## config.mk

```make
export PLATFORM = sky130hd
export DESIGN_NAME = uart_host_seq_flat
export DESIGN_NICKNAME = d
export VERILOG_FILES = /design/src/rtl/uart_host_seq_if.sv /design/src/rtl/uart_host_seq.sv /design/src/flat_wrapper.sv
export SDC_FILE = /design/constraint.sdc
export NUM_CORES = 1
export LEC_CHECK = 0
export ABC_AREA = 0
export BUFFER_PORTS_ARGS = -buffer_cell sky130_fd_sc_hd__buf_2
export CAP_MARGIN = 0
export CORE_UTILIZATION = 29
export DETAILED_ROUTE_END_ITERATION = 6
export PLACE_DENSITY = 0.57
export SLEW_MARGIN = 10
export SYNTH_ARGS = -nofsm -noshare
export SYNTH_HDL_FRONTEND = slang
export SYNTH_SLANG_ARGS = --single-unit
```

## constraint.sdc

```tcl
create_clock -name CLK -period 6.1 [get_ports CLK]
set_clock_uncertainty 0.2 [all_clocks]
set_input_delay 1.83 -clock CLK [delete_from_list [all_inputs] [get_ports CLK]]
set_output_delay 1.83 -clock CLK [all_outputs]
set_load 0.01 [all_outputs]
```

## src/rtl/uart_host_seq_if.sv

```systemverilog
// Bundles the client-side tx/rx byte streams and the UART core CPU port used by the host sequencer.
interface uart_host_seq_if #(
    parameter int ERR_CNT_W = 16
);
    logic [7:0]           tx_data;
    logic                 tx_valid;
    logic                 tx_ready;
    logic [7:0]           rx_data;
    logic                 rx_valid;
    logic                 rx_ready;
    logic                 rx_perr;
    logic                 rx_ferr;
    logic                 rx_ovf;
    logic [ERR_CNT_W-1:0] err_cnt;
    logic                 uart_csn;
    logic                 uart_wen;
    logic                 uart_oen;
    logic [7:0]           uart_din;
    logic [7:0]           uart_dout;
    logic                 uart_txrdy;
    logic                 uart_rxrdy;
    logic                 uart_perr;
    logic                 uart_ferr;
    logic                 uart_ovf;

    modport slave (
        input  tx_data, tx_valid, rx_ready,
        input  uart_dout, uart_txrdy, uart_rxrdy, uart_perr, uart_ferr, uart_ovf,
        output tx_ready, rx_data, rx_valid, rx_perr, rx_ferr, rx_ovf, err_cnt,
        output uart_csn, uart_wen, uart_oen, uart_din
    );

    modport master (
        output tx_data, tx_valid, rx_ready,
        output uart_dout, uart_txrdy, uart_rxrdy, uart_perr, uart_ferr, uart_ovf,
        input  tx_ready, rx_data, rx_valid, rx_perr, rx_ferr, rx_ovf, err_cnt,
        input  uart_csn, uart_wen, uart_oen, uart_din
    );
endinterface

```

## src/rtl/uart_host_seq.sv

```systemverilog
// Sequencer that turns a tx byte stream into UART core write strobes and polls the core for
// received bytes, presenting them with their error flags on an rx stream.
module uart_host_seq #(
    parameter int HOLDOFF   = 4,
    parameter int ERR_CNT_W = 16
) (
    input  logic           CLK,
    input  logic           RESET,
    uart_host_seq_if.slave bus
);
    typedef enum logic [1:0] {IDLE, WR_STB, RD_STB, WAIT} state_e;

    localparam logic [3:0] HoldoffInit = 4'(HOLDOFF);

    state_e               state_q;
    logic                 lastRd_q;
    logic [3:0]           cnt_q;
    logic                 txFull_q;
    logic [7:0]           txBuf_q;
    logic                 rxValid_q;
    logic [7:0]           rxData_q;
    logic                 rxPerr_q;
    logic                 rxFerr_q;
    logic                 rxOvf_q;
    logic [ERR_CNT_W-1:0] errCnt_q;
    logic [ERR_CNT_W-1:0] errCnt_d;
    logic                 csn_q;
    logic                 wen_q;
    logic                 oen_q;
    logic [7:0]           din_q;

    logic txReady;
    logic wrOk;
    logic rdOk;
    logic grantWr;
    logic anyErr;

    assign txReady = !txFull_q && !RESET;
    assign wrOk    = txFull_q && bus.uart_txrdy;
    // Only the registered rx_valid gates a read, so a byte being consumed this cycle still blocks it.
    assign rdOk    = bus.uart_rxrdy && !rxValid_q;
    assign grantWr = wrOk && (!rdOk || lastRd_q);
    assign anyErr  = bus.uart_perr || bus.uart_ferr || bus.uart_ovf;
    assign errCnt_d = (&errCnt_q) ? errCnt_q
                                  : errCnt_q + {{(ERR_CNT_W-1){1'b0}}, 1'b1};

    always_ff @(posedge CLK) begin
        if (RESET) begin
            state_q   <= IDLE;
            lastRd_q  <= 1'b1;
            cnt_q     <= 4'd0;
            txFull_q  <= 1'b0;
            txBuf_q   <= 8'd0;
            rxValid_q <= 1'b0;
            rxData_q  <= 8'd0;
            rxPerr_q  <= 1'b0;
            rxFerr_q  <= 1'b0;
            rxOvf_q   <= 1'b0;
            errCnt_q  <= '0;
            csn_q     <= 1'b1;
            wen_q     <= 1'b1;
            oen_q     <= 1'b1;
            din_q     <= 8'd0;
        end else begin
            if (bus.tx_valid && txReady) begin
                txBuf_q  <= bus.tx_data;
                txFull_q <= 1'b1;
            end
            if (rxValid_q && bus.rx_ready) begin
                rxValid_q <= 1'b0;
            end

            case (state_q)
                IDLE: begin
                    if (grantWr) begin
                        state_q  <= WR_STB;
                        lastRd_q <= 1'b0;
                        csn_q    <= 1'b0;
                        wen_q    <= 1'b0;
                        din_q    <= txBuf_q;
                    end else if (rdOk) begin
                        state_q  <= RD_STB;
                        lastRd_q <= 1'b1;
                        csn_q    <= 1'b0;
                        oen_q    <= 1'b0;
                    end
                end
                WR_STB: begin
                    state_q  <= WAIT;
                    csn_q    <= 1'b1;
                    wen_q    <= 1'b1;
                    txFull_q <= 1'b0;
                    cnt_q    <= HoldoffInit;
                end
                RD_STB: begin
                    state_q   <= WAIT;
                    csn_q     <= 1'b1;
                    oen_q     <= 1'b1;
                    rxData_q  <= bus.uart_dout;
                    rxPerr_q  <= bus.uart_perr;
                    rxFerr_q  <= bus.uart_ferr;
                    rxOvf_q   <= bus.uart_ovf;
                    rxValid_q <= 1'b1;
                    cnt_q     <= HoldoffInit;
                    if (anyErr) begin
                        errCnt_q <= errCnt_d;
                    end
                end
                WAIT: begin
                    cnt_q <= cnt_q - 4'd1;
                    if (cnt_q == 4'd1) begin
                        state_q <= IDLE;
                    end
                end
                default: state_q <= IDLE;
            endcase
        end
    end

    assign bus.tx_ready = txReady;
    assign bus.rx_data  = rxData_q;
    assign bus.rx_valid = rxValid_q;
    assign bus.rx_perr  = rxPerr_q;
    assign bus.rx_ferr  = rxFerr_q;
    assign bus.rx_ovf   = rxOvf_q;
    assign bus.err_cnt  = errCnt_q;
    assign bus.uart_csn = csn_q;
    assign bus.uart_wen = wen_q;
    assign bus.uart_oen = oen_q;
    assign bus.uart_din = din_q;
endmodule
```

## src/flat_wrapper.sv

```systemverilog
// flat-port wrapper written by rule: the top's interface ports become plain ports
module uart_host_seq_flat 
#(
    parameter int HOLDOFF   = 4,
    parameter int ERR_CNT_W = 16
)
  (CLK, RESET, bus_tx_data, bus_tx_valid, bus_rx_ready, bus_uart_dout, bus_uart_txrdy, bus_uart_rxrdy, bus_uart_perr, bus_uart_ferr, bus_uart_ovf, bus_tx_ready, bus_rx_data, bus_rx_valid, bus_rx_perr, bus_rx_ferr, bus_rx_ovf, bus_err_cnt, bus_uart_csn, bus_uart_wen, bus_uart_oen, bus_uart_din);
  uart_host_seq_if #(.ERR_CNT_W(ERR_CNT_W)) bus_i ();
  input  logic CLK;
  input  logic RESET;
  input wire logic [$bits(bus_i.tx_data)-1:0] bus_tx_data;
  input wire logic [$bits(bus_i.tx_valid)-1:0] bus_tx_valid;
  input wire logic [$bits(bus_i.rx_ready)-1:0] bus_rx_ready;
  input wire logic [$bits(bus_i.uart_dout)-1:0] bus_uart_dout;
  input wire logic [$bits(bus_i.uart_txrdy)-1:0] bus_uart_txrdy;
  input wire logic [$bits(bus_i.uart_rxrdy)-1:0] bus_uart_rxrdy;
  input wire logic [$bits(bus_i.uart_perr)-1:0] bus_uart_perr;
  input wire logic [$bits(bus_i.uart_ferr)-1:0] bus_uart_ferr;
  input wire logic [$bits(bus_i.uart_ovf)-1:0] bus_uart_ovf;
  output wire logic [$bits(bus_i.tx_ready)-1:0] bus_tx_ready;
  output wire logic [$bits(bus_i.rx_data)-1:0] bus_rx_data;
  output wire logic [$bits(bus_i.rx_valid)-1:0] bus_rx_valid;
  output wire logic [$bits(bus_i.rx_perr)-1:0] bus_rx_perr;
  output wire logic [$bits(bus_i.rx_ferr)-1:0] bus_rx_ferr;
  output wire logic [$bits(bus_i.rx_ovf)-1:0] bus_rx_ovf;
  output wire logic [$bits(bus_i.err_cnt)-1:0] bus_err_cnt;
  output wire logic [$bits(bus_i.uart_csn)-1:0] bus_uart_csn;
  output wire logic [$bits(bus_i.uart_wen)-1:0] bus_uart_wen;
  output wire logic [$bits(bus_i.uart_oen)-1:0] bus_uart_oen;
  output wire logic [$bits(bus_i.uart_din)-1:0] bus_uart_din;
  assign bus_i.tx_data = bus_tx_data;
  assign bus_i.tx_valid = bus_tx_valid;
  assign bus_i.rx_ready = bus_rx_ready;
  assign bus_i.uart_dout = bus_uart_dout;
  assign bus_i.uart_txrdy = bus_uart_txrdy;
  assign bus_i.uart_rxrdy = bus_uart_rxrdy;
  assign bus_i.uart_perr = bus_uart_perr;
  assign bus_i.uart_ferr = bus_uart_ferr;
  assign bus_i.uart_ovf = bus_uart_ovf;
  assign bus_tx_ready = bus_i.tx_ready;
  assign bus_rx_data = bus_i.rx_data;
  assign bus_rx_valid = bus_i.rx_valid;
  assign bus_rx_perr = bus_i.rx_perr;
  assign bus_rx_ferr = bus_i.rx_ferr;
  assign bus_rx_ovf = bus_i.rx_ovf;
  assign bus_err_cnt = bus_i.err_cnt;
  assign bus_uart_csn = bus_i.uart_csn;
  assign bus_uart_wen = bus_i.uart_wen;
  assign bus_uart_oen = bus_i.uart_oen;
  assign bus_uart_din = bus_i.uart_din;
  uart_host_seq #(.HOLDOFF(HOLDOFF), .ERR_CNT_W(ERR_CNT_W)) u_core (.CLK(CLK), .RESET(RESET), .bus(bus_i));
endmodule
```

==> impl.org, run 1 <==
** Routing
- Vias per Instance :: slightly below 5
- Once detail routing completed, the nets flagged for antenna violations numbered 0.
- Detail-routed net length per standard cell :: ~13 µm
- Remaining routing DRC violations :: 0
- The pre-antenna-repair detailed-routing pass consisted of 4 iterations.
- Total number of vias :: ~2100
- In this run, the number of DRC markers left after iteration 0 of detailed routing was 63.
- The routed design has ~5400 µm of wire.

** Outcome
- The flow ran to the end, and the final reports show no timing, DRC or antenna violations.

** Global route
- Global-route usage over all layers :: a little over an eighth
- Global route total overflow :: 0
- Vias in the first global route :: 1955
- Entering global routing, the biggest net connects 54 pins.
- Antenna violations before repair :: 0
- Wire length of the first global-routing pass :: around 9000 µm

** Pwr
- Combinational logic burns slightly below 30% of the power.
- Peak supply drop :: around 0.17 mV
- The clock network is responsible for roughly a quarter of the overall power.
- Sequential cells burn approximately 44% of the power.
- Fraction of power spent switching nets :: around a third
- For this design the static power due to leakage is around 1.3 nW.
- Total power density per cell area :: approximately 340 mW/mm²
- After layout, the design draws a total of 988.9 µW.
- Switching power :: between 300 and 400 µW
- The internal power of the cells totals ~660 µW.

** Min path
- In this run the most critical hold path is launched from u_core.bus.uart_csn.
- For hold timing, the worst endpoint is u_core.bus.uart_csn.
- The tightest min-delay check is of the register to register type.
- Counting instances, the worst hold path has a depth of 2.

** STA
- Worst Max-Slew Pin Slew :: about 1100 ps
- Setup violations remaining at the end of the flow were counted as 0.
- Headroom to the max-slew limit came out at 29.01%.
- Unrepaired setup endpoints after global routing :: no
- Setup total negative slack on the finished layout was measured at 0 ps.
- In the finished design, the share of the clock period the worst path needs comes to between 60 and 70%.
- Time the final worst path needs with I/O delays and setup :: ~4200 ps
- The number of hold violations in the final report is 0.
- Max Transition Viols Final :: 0
- Derived from the worst setup path, the maximum achievable clock frequency is about 240 MHz.

** Logic synthesis
- Counting flops and latches in the post-synthesis netlist gives 55.
- Top post-synthesis cells by count :: dfxtp_1, nor2_1, mux2i_1, a21oi_1, nand2_1
- Average instance area after synthesis :: roughly 9.2 µm²
- Share of the synthesized area in compound gates (AO/OA/AOI/OAI) :: between 10% and 20%
- Measured against the total synthesized area, the mux share comes to between 10% and 20%.
- In the post-synthesis netlist, the cell with the most instances is dfxtp_1.
- Of the total synthesized cell area, the portion taken by full adders, half adders and majority gates is 3.629%.
- The share of synthesized area in the top cell type comes to between 40% and 50%.
- Of the synthesized area, sequential elements account for 45.62%.
- Counting every net in the synthesized netlist gives roughly 300.
- Number of synthesized flops with an enable pin :: 0
- In this run, distinct cell masters in the synthesized netlist total 40.
- Yosys attributes the largest share of cell area to dfxtp_1, mux2i_1, nor2_1.
- Post-synthesis simple-gate area fraction :: 20.94%
- Cell Area, Synth :: 0.002414 mm²
- By area, the combinational part of the netlist is dominated by simple AND/OR/NAND/NOR gates.
- Share of the synthesized netlist area taken by xor and xnor gates :: 0%
- Commonest register cell after synthesis :: dfxtp_1
- Fraction of registers with async set/reset :: 0%
- The Yosys step of the flow raised 0 warnings.
- dfxtp_1 takes more of the synthesized area than any other cell.
- Synth Instances :: approximately 260

** Floorplan
- The core region is 0.007888 mm².
- Initial core utilization :: a little over 30%
- Vert. Die Dim :: 93.23 µm
- The floorplan step set the die width to ~93 µm.
- Die area :: 0.008692 mm²
- I/O pin cnt :: 65
- Cell Rows :: 32

** Cells and area
- For this run, the post-layout net count is ~350.
- The number of antenna diodes in the final layout is 0.
- From synthesis to final layout, the design area changed by 21.10%.
- Leaving out filler cells and counting taps, the final layout contains between 400 and 500.
- Sequential cell area in the final layout :: 0.001101 mm²
- The post-route netlist has 24.92% of its cells at a drive strength greater than 1.
- Post-route cell area :: just under 0.003 mm²
- Area of the multi-input gates :: 0.001216 mm²
- After filler insertion, the fill cell instance count of the layout stands at approximately 820.

** Clock network
- Post-CTS repair changed the size of 0 cells.
- The tree built by TritonCTS fans out to 55 sinks.
- In this run, CTS created clock tree buffers numbering 5.
- After clock tree synthesis, the flow added hold-fix buffers numbering 0.
- In this run the post-CTS setup repair buffer count came out at 0.
- Root Buffer :: clkbuf_8
- Maximum buffer depth of the clock tree :: 2
- TritonCTS built the clock tree.
- The H-tree was split into 2 levels.
- At the later pin of the worst-skew pair, clock insertion delay measures 320 ps.
- Register clock-pin slew on the reported worst setup and hold paths :: ~100 ps

** Place
- Post-detail-place hpwl :: ~3800 µm
- Global placement routability congestion :: ~0.74
- In this run, placement finished with an instance count of around 420.
- During placement, the flow inserted port buffers numbering 64.
- The placed instances occupy a cell area of about 0.0028 mm².

** Critical path
- Signal arrival time at the worst endpoint :: between 2000 and 2500 ps
- In this run the worst path has a maximum fanout of 2.
- The worst register-to-register path ends at u_core.bus.err_cnt[15].
- Startpoint kind of the worst setup timing path :: input pin
- Together, buffers and inverters on the worst path number 2.
- In this run the critical register-to-register path is launched from u_core.state_q[0].
- Setup slack, reg-to-reg :: roughly 3000 ps
- The slowest stage of the critical path belongs to the cell buf_2.
- Cell type group with the largest total delay on the critical path :: buffers and inverters
- Most common cell type on the critical path :: buf_2
- CP cell instances :: buf_2 -> nor2_1 -> buf_2
- The worst setup path is captured at an output pin.
- The worst setup path is of the input pin to output pin kind.
- Required time at the endpoint of the critical path :: roughly 4100 ps
- Counting cells, the worst reg-to-reg path comes to 6.
- On the worst path, the slowest cell contributes a delay of 140 ps.

** Job
- Across the run, the number of max-cap violations was 0.
==> state kept, by name, summed over array words and instances (netlist names) <==
name,flops
u_core.bus.uart_wen,1
u_core.bus.rx_perr,1
u_core.txFull_q,1
u_core.bus.uart_csn,1
u_core.bus.uart_oen,1
u_core.bus.rx_data,8
u_core.state_q,2
u_core.cnt_q,4
u_core.lastRd_q,1
u_core.bus.rx_ferr,1
u_core.bus.uart_din,8
u_core.bus.err_cnt,16
u_core.bus.rx_valid,1
u_core.txBuf_q,8
u_core.bus.rx_ovf,1
==> logic make-up (layout without fill, tap and decap cells) <==
group | Yosys count | after routing
buf+inv | 24 | 82
flops | 55 | 55
compound gates | 51 | 51
fa+ha+maj | 7 | 7
simple gates | 96 | 96
mux | 30 | 30
==> worst max-delay path by stage <==
stage | to | slack (ps) | startpoint | cells after the start
after floorplan | bus_tx_ready | 1710 | RESET | 3
after global placement | bus_tx_ready | 1890 | RESET | 3
after detailed placement | bus_tx_ready | 1890 | RESET | 3
after CTS | bus_tx_ready | 1890 | RESET | 3
after global routing | bus_tx_ready | 1890 | RESET | 3
final | bus_tx_ready | 1890 | RESET | 3
==> layout by cell type, fill, tap and decap left out, drive strengths merged, types with 3 or more instances in the layout <==
cell type,instances
nand3,5
dfxtp,55
nand4,4
or4,10
buf,65
nand2b,3
a21oi,21
clkbuf,5
nor2,39
o31ai,12
or3,4
mux2i,28
ha,7
inv,10
nor2b,4
or3b,3
o21ai,8
nand2,12
nor3,3
==> area by class of cell <==
cell class | count | area share, %
Sequential cell | 55 | 37.67
Tap cell | 102 | 4.366
Clock inverter | 3 | 1.627
Timing Repair Buffer | 65 | 11.22
Inverter | 9 | 1.156
Multi-Input combinational cell | 184 | 41.61
Clock buffer | 5 | 2.354
==> per-layer routing <==
| layer | part of all wire (%) | wire (µm) | GRT usage, % |
|---|---|---|---|
| met2 | 47 | 2521 | 22.18 |
| met4 | 1.8 | 95 | 5.769 |
| met3 | 3.7 | 203 | 2.602 |
| met5 | 0 | 0 | 0 |
| met1 | 48 | 2593 | 15.81 |
==> power groups by stage <==
stage / sequential (mW) / combinational [mW] / clock [mW]
2_1_floorplan: 0.456 / 0.205 / 0
3_3_place_gp: 0.445 / 0.292 / 0
3_5_place_dp: 0.447 / 0.298 / 0
4_1_cts: 0.439 / 0.298 / 0.262
5_1_grt: 0.446 / 0.327 / 0.274
6_report: 0.439 / 0.295 / 0.255
==> through the flow <==
step                utilization, %  worst slack (ps)  hold WS, ps
floorplan                        -              1705        259.6
global placement             35.58              1889        252.7
detailed placement           35.58              1893        262.4
CTS                          37.06              1889        288.2
global route                 37.06              1886        310.1
finish                       37.06              1888        282.8
==> worst min-delay path: cells and delay by family (launching register included) <==
kind / cells / cell delay [ps]
flops: 1 / 340
mux: 1 / 70
simple gates: 1 / 60
(Power assumes the default switching activity.)
==> run 2, diff against run 1 <==
--- a/config.mk
+++ b/config.mk
@@ -10,7 +10,7 @@
 export CAP_MARGIN = 0
 export CORE_UTILIZATION = 29
 export DETAILED_ROUTE_END_ITERATION = 6
-export PLACE_DENSITY = 0.57
+export PLACE_DENSITY = 0.59
 export SLEW_MARGIN = 10
 export SYNTH_ARGS = -nofsm -noshare
 export SYNTH_HDL_FRONTEND = slang
==> constraint.sdc (replaced) <==
create_clock -name CLK -period 3.7 [get_ports CLK]
set_clock_uncertainty 0.2 [all_clocks]
set_input_delay 1.11 -clock CLK [delete_from_list [all_inputs] [get_ports CLK]]
set_output_delay 1.11 -clock CLK [all_outputs]
set_load 0.01 [all_outputs]
==> impl.org, run 2 (same netlist as run 1, synthesis figures left out) <==
** Routing
- Aggregate routed wire length :: 5247 µm (was 5414 µm)
- The iteration-0 DRC count of the detailed router came to 63 (unchanged).
- Number of routed nets with antenna violations :: 0 (unchanged)
- The detailed-router iteration count before antenna repair was 4 (unchanged).
- Total number of vias :: 2116 (was 2067)
- The number of remaining DRC errors was 0 (unchanged).
- Detail-routed net length per standard cell :: 12.29 µm (was 12.80 µm)
- The via-per-instance ratio is 4.956 (was 4.887).

** STA
- The relative max-transition margin is 50.99% (was 29.01%).
- The setup TNS after final layout came to 0 ps (unchanged).
- The number of pins with negative max-slew slack in the final report came to 0 (unchanged).
- The worst-margin pin slew came to 729.6 ps (was 1056 ps).
- Number of setup violations in the final report :: 0 (unchanged)
- Peak clock frequency supported by timing :: 361.6 MHz
- The routed design could run at a clock period as short as 2765 ps.
- Final count of hold timing violations :: 0 (unchanged)
- Unrepaired setup endpoints after global routing :: no (unchanged)
- The hold slack was 282.7 ps (was 282.8 ps).
- Final worst path period share :: between 70% and 80%

** Global route
- Wire length of the first global-routing pass :: 8942 µm (was 8997 µm)
- Antenna violations before repair :: 0 (unchanged)
- Vias in the first global route :: 1964 (was 1955)
- Global-route usage over all layers :: 12.76% (was 13.02%)
- Global route total overflow :: 0 (unchanged)
- Maximum number of pins on one net before global-route repair :: 54 (unchanged)

** Floorplan
- The top-level port count was 65 (unchanged).
- Vert. Die Dim :: 93.23 µm (unchanged)
- The total die area came to 0.008692 mm² (unchanged).
- The starting density of the core came to 30.60% (unchanged).
- Cell Rows :: 32 (unchanged)
- The die extent in x was 93.23 µm (unchanged).
- The area of the core region was 0.007888 mm² (unchanged).

** Cells and area
- Post-layout nets :: 356 (was 352)
- Leading cell type in the layout, fill and taps excluded :: buf_2 (unchanged)
- Count of fill cells added during filler insertion :: 815 (was 817)
- The final instance area is 0.002939 mm² (was 0.002923 mm²).
- Top library cells by usage in the layout, fill and taps aside :: buf_2, dfxtp_1, nor2_1, mux2i_1, a21oi_1 (unchanged)
- The number of flip-flops in the largest register was 16 (unchanged).
- Layout area overhead :: 21.77% (was 21.10%)
- The ratio of cells with drive above 1 in the final layout is 25.85% (was 24.92%).
- Number of antenna repair diodes :: 0 (unchanged)

** Clock network
- The number of hold buffers added after CTS was 0 (unchanged).
- The maximum number of buffers from clock root to sink came to 2 (unchanged).
- The post-CTS repair timing setup buffer count came to 0 (unchanged).
- The number of levels the H-tree was split into came to 2 (unchanged).
- The buffer type at the clock tree root is clkbuf_8 (unchanged).
- The CTS tree was yes (unchanged).
- Post-CTS resize count :: 0 (unchanged)
- Register clock-pin slew on the reported worst setup and hold paths :: 110 ps (was 100 ps)
- Sink count of the clock tree :: 55 (unchanged)
- Number of buffers created by CTS :: 5 (unchanged)
- The clock latency on the worst-skew pair came to 310 ps (was 320 ps).

** Critical path
- Signal arrival time at the worst endpoint :: 1460 ps (was 2180 ps)
- CP endpoint kind :: output pin (unchanged)
- Critical setup path kind :: input pin to output pin (unchanged)
- The critical-path maximum fanout is 2 (unchanged).
- The kind of launch point of the worst setup path is an input pin (unchanged).
- The required time of the worst setup path was 2390 ps (was 4070 ps).

** Pwr
- The maximum vdd drop was 0.2753 mV (was 0.1678 mV).
- Standby leakage power :: 1.283 nW (was 1.270 nW)
- Total power draw :: 1.578 mW (was 988.9 µW)
- The power per unit of standard cell area came to 536.8 mW/mm² (was 338.4 mW/mm²).

** Job
- Max-capacitance violation count :: 0 (unchanged)

** Place
- Post-detail-place hpwl :: 3853 µm (was 3798 µm)
- The placed standard-cell area is 0.002836 mm² (was 0.002806 mm²).
- The final RePlAce weighted congestion was 0.7222 (was 0.7433).
- The number of buffers added on ports was 64 (unchanged).

** Outcome
- Status: finished clean (unchanged).

** Min path
- Tightest Hold Check Type :: register to register (unchanged)
[run 2: cell count changes in the layout (fill, tap and decap cells not counted), sizes merged]
| cell | delta |
|---|---|
| buf | +4 |
| inv | +1 |
| bufinv | -1 |
[run 2: power breakdown]
group / internal (mW) / switching [mW] / leakage [nW]
logic: 0.221 / 0.274 / 0.783
clock network: 0.144 / 0.216 / 0.0519
registers: 0.669 / 0.0531 / 0.448
[run 2: critical path: stages]
cell and delay, ps:
buf_2 120, nor2_1 80, buf_2 140
[run 2: area by class of cell]
type                            count  area [µm²]  area share, %
Inverter                            9       33.78          1.149
Multi-Input combinational cell    184        1216          41.38
Clock inverter                      3       33.78          1.149
Clock buffer                        5       68.82          2.341
Tap cell                          102       127.6          4.342
Timing Repair Buffer               69       357.8          12.18
Sequential cell                    55        1101          37.46
[run 2: final timing paths]
check	startpoint	end	slack (ps)	cells past startpoint
setup / recovery	RESET	bus_tx_ready	930	3
hold / removal	u_core.bus.uart_csn	u_core.bus.uart_csn	280	2
setup reg to reg	u_core.state_q[0]	u_core.bus.err_cnt[15]	1350	7
hold reg to reg	u_core.bus.uart_csn	u_core.bus.uart_csn	280	2
[run 2: layer usage]
| layer | share of wire, % | up-vias | GRT usage [%] |
|---|---|---|---|
| li1 | - | 1062 | - |
| met1 | 45 | 1019 | 15.41 |
| met2 | 51 | 30 | 22.98 |
| met3 | 2.7 | 5 | 2.114 |
| met4 | 1.3 | 0 | 3.974 |
| met5 | 0 | - | 0 |
[run 2: through the flow]
stage	std cells	utilization [%]	setup WS, ps
6_report	427	37.26	934.6
5_1_grt	427	37.26	919.2
4_1_cts	427	37.26	922.5
3_5_place_dp	419	35.96	756.6
3_3_place_gp	419	35.96	827.8
2_1_floorplan	263	-	745.3
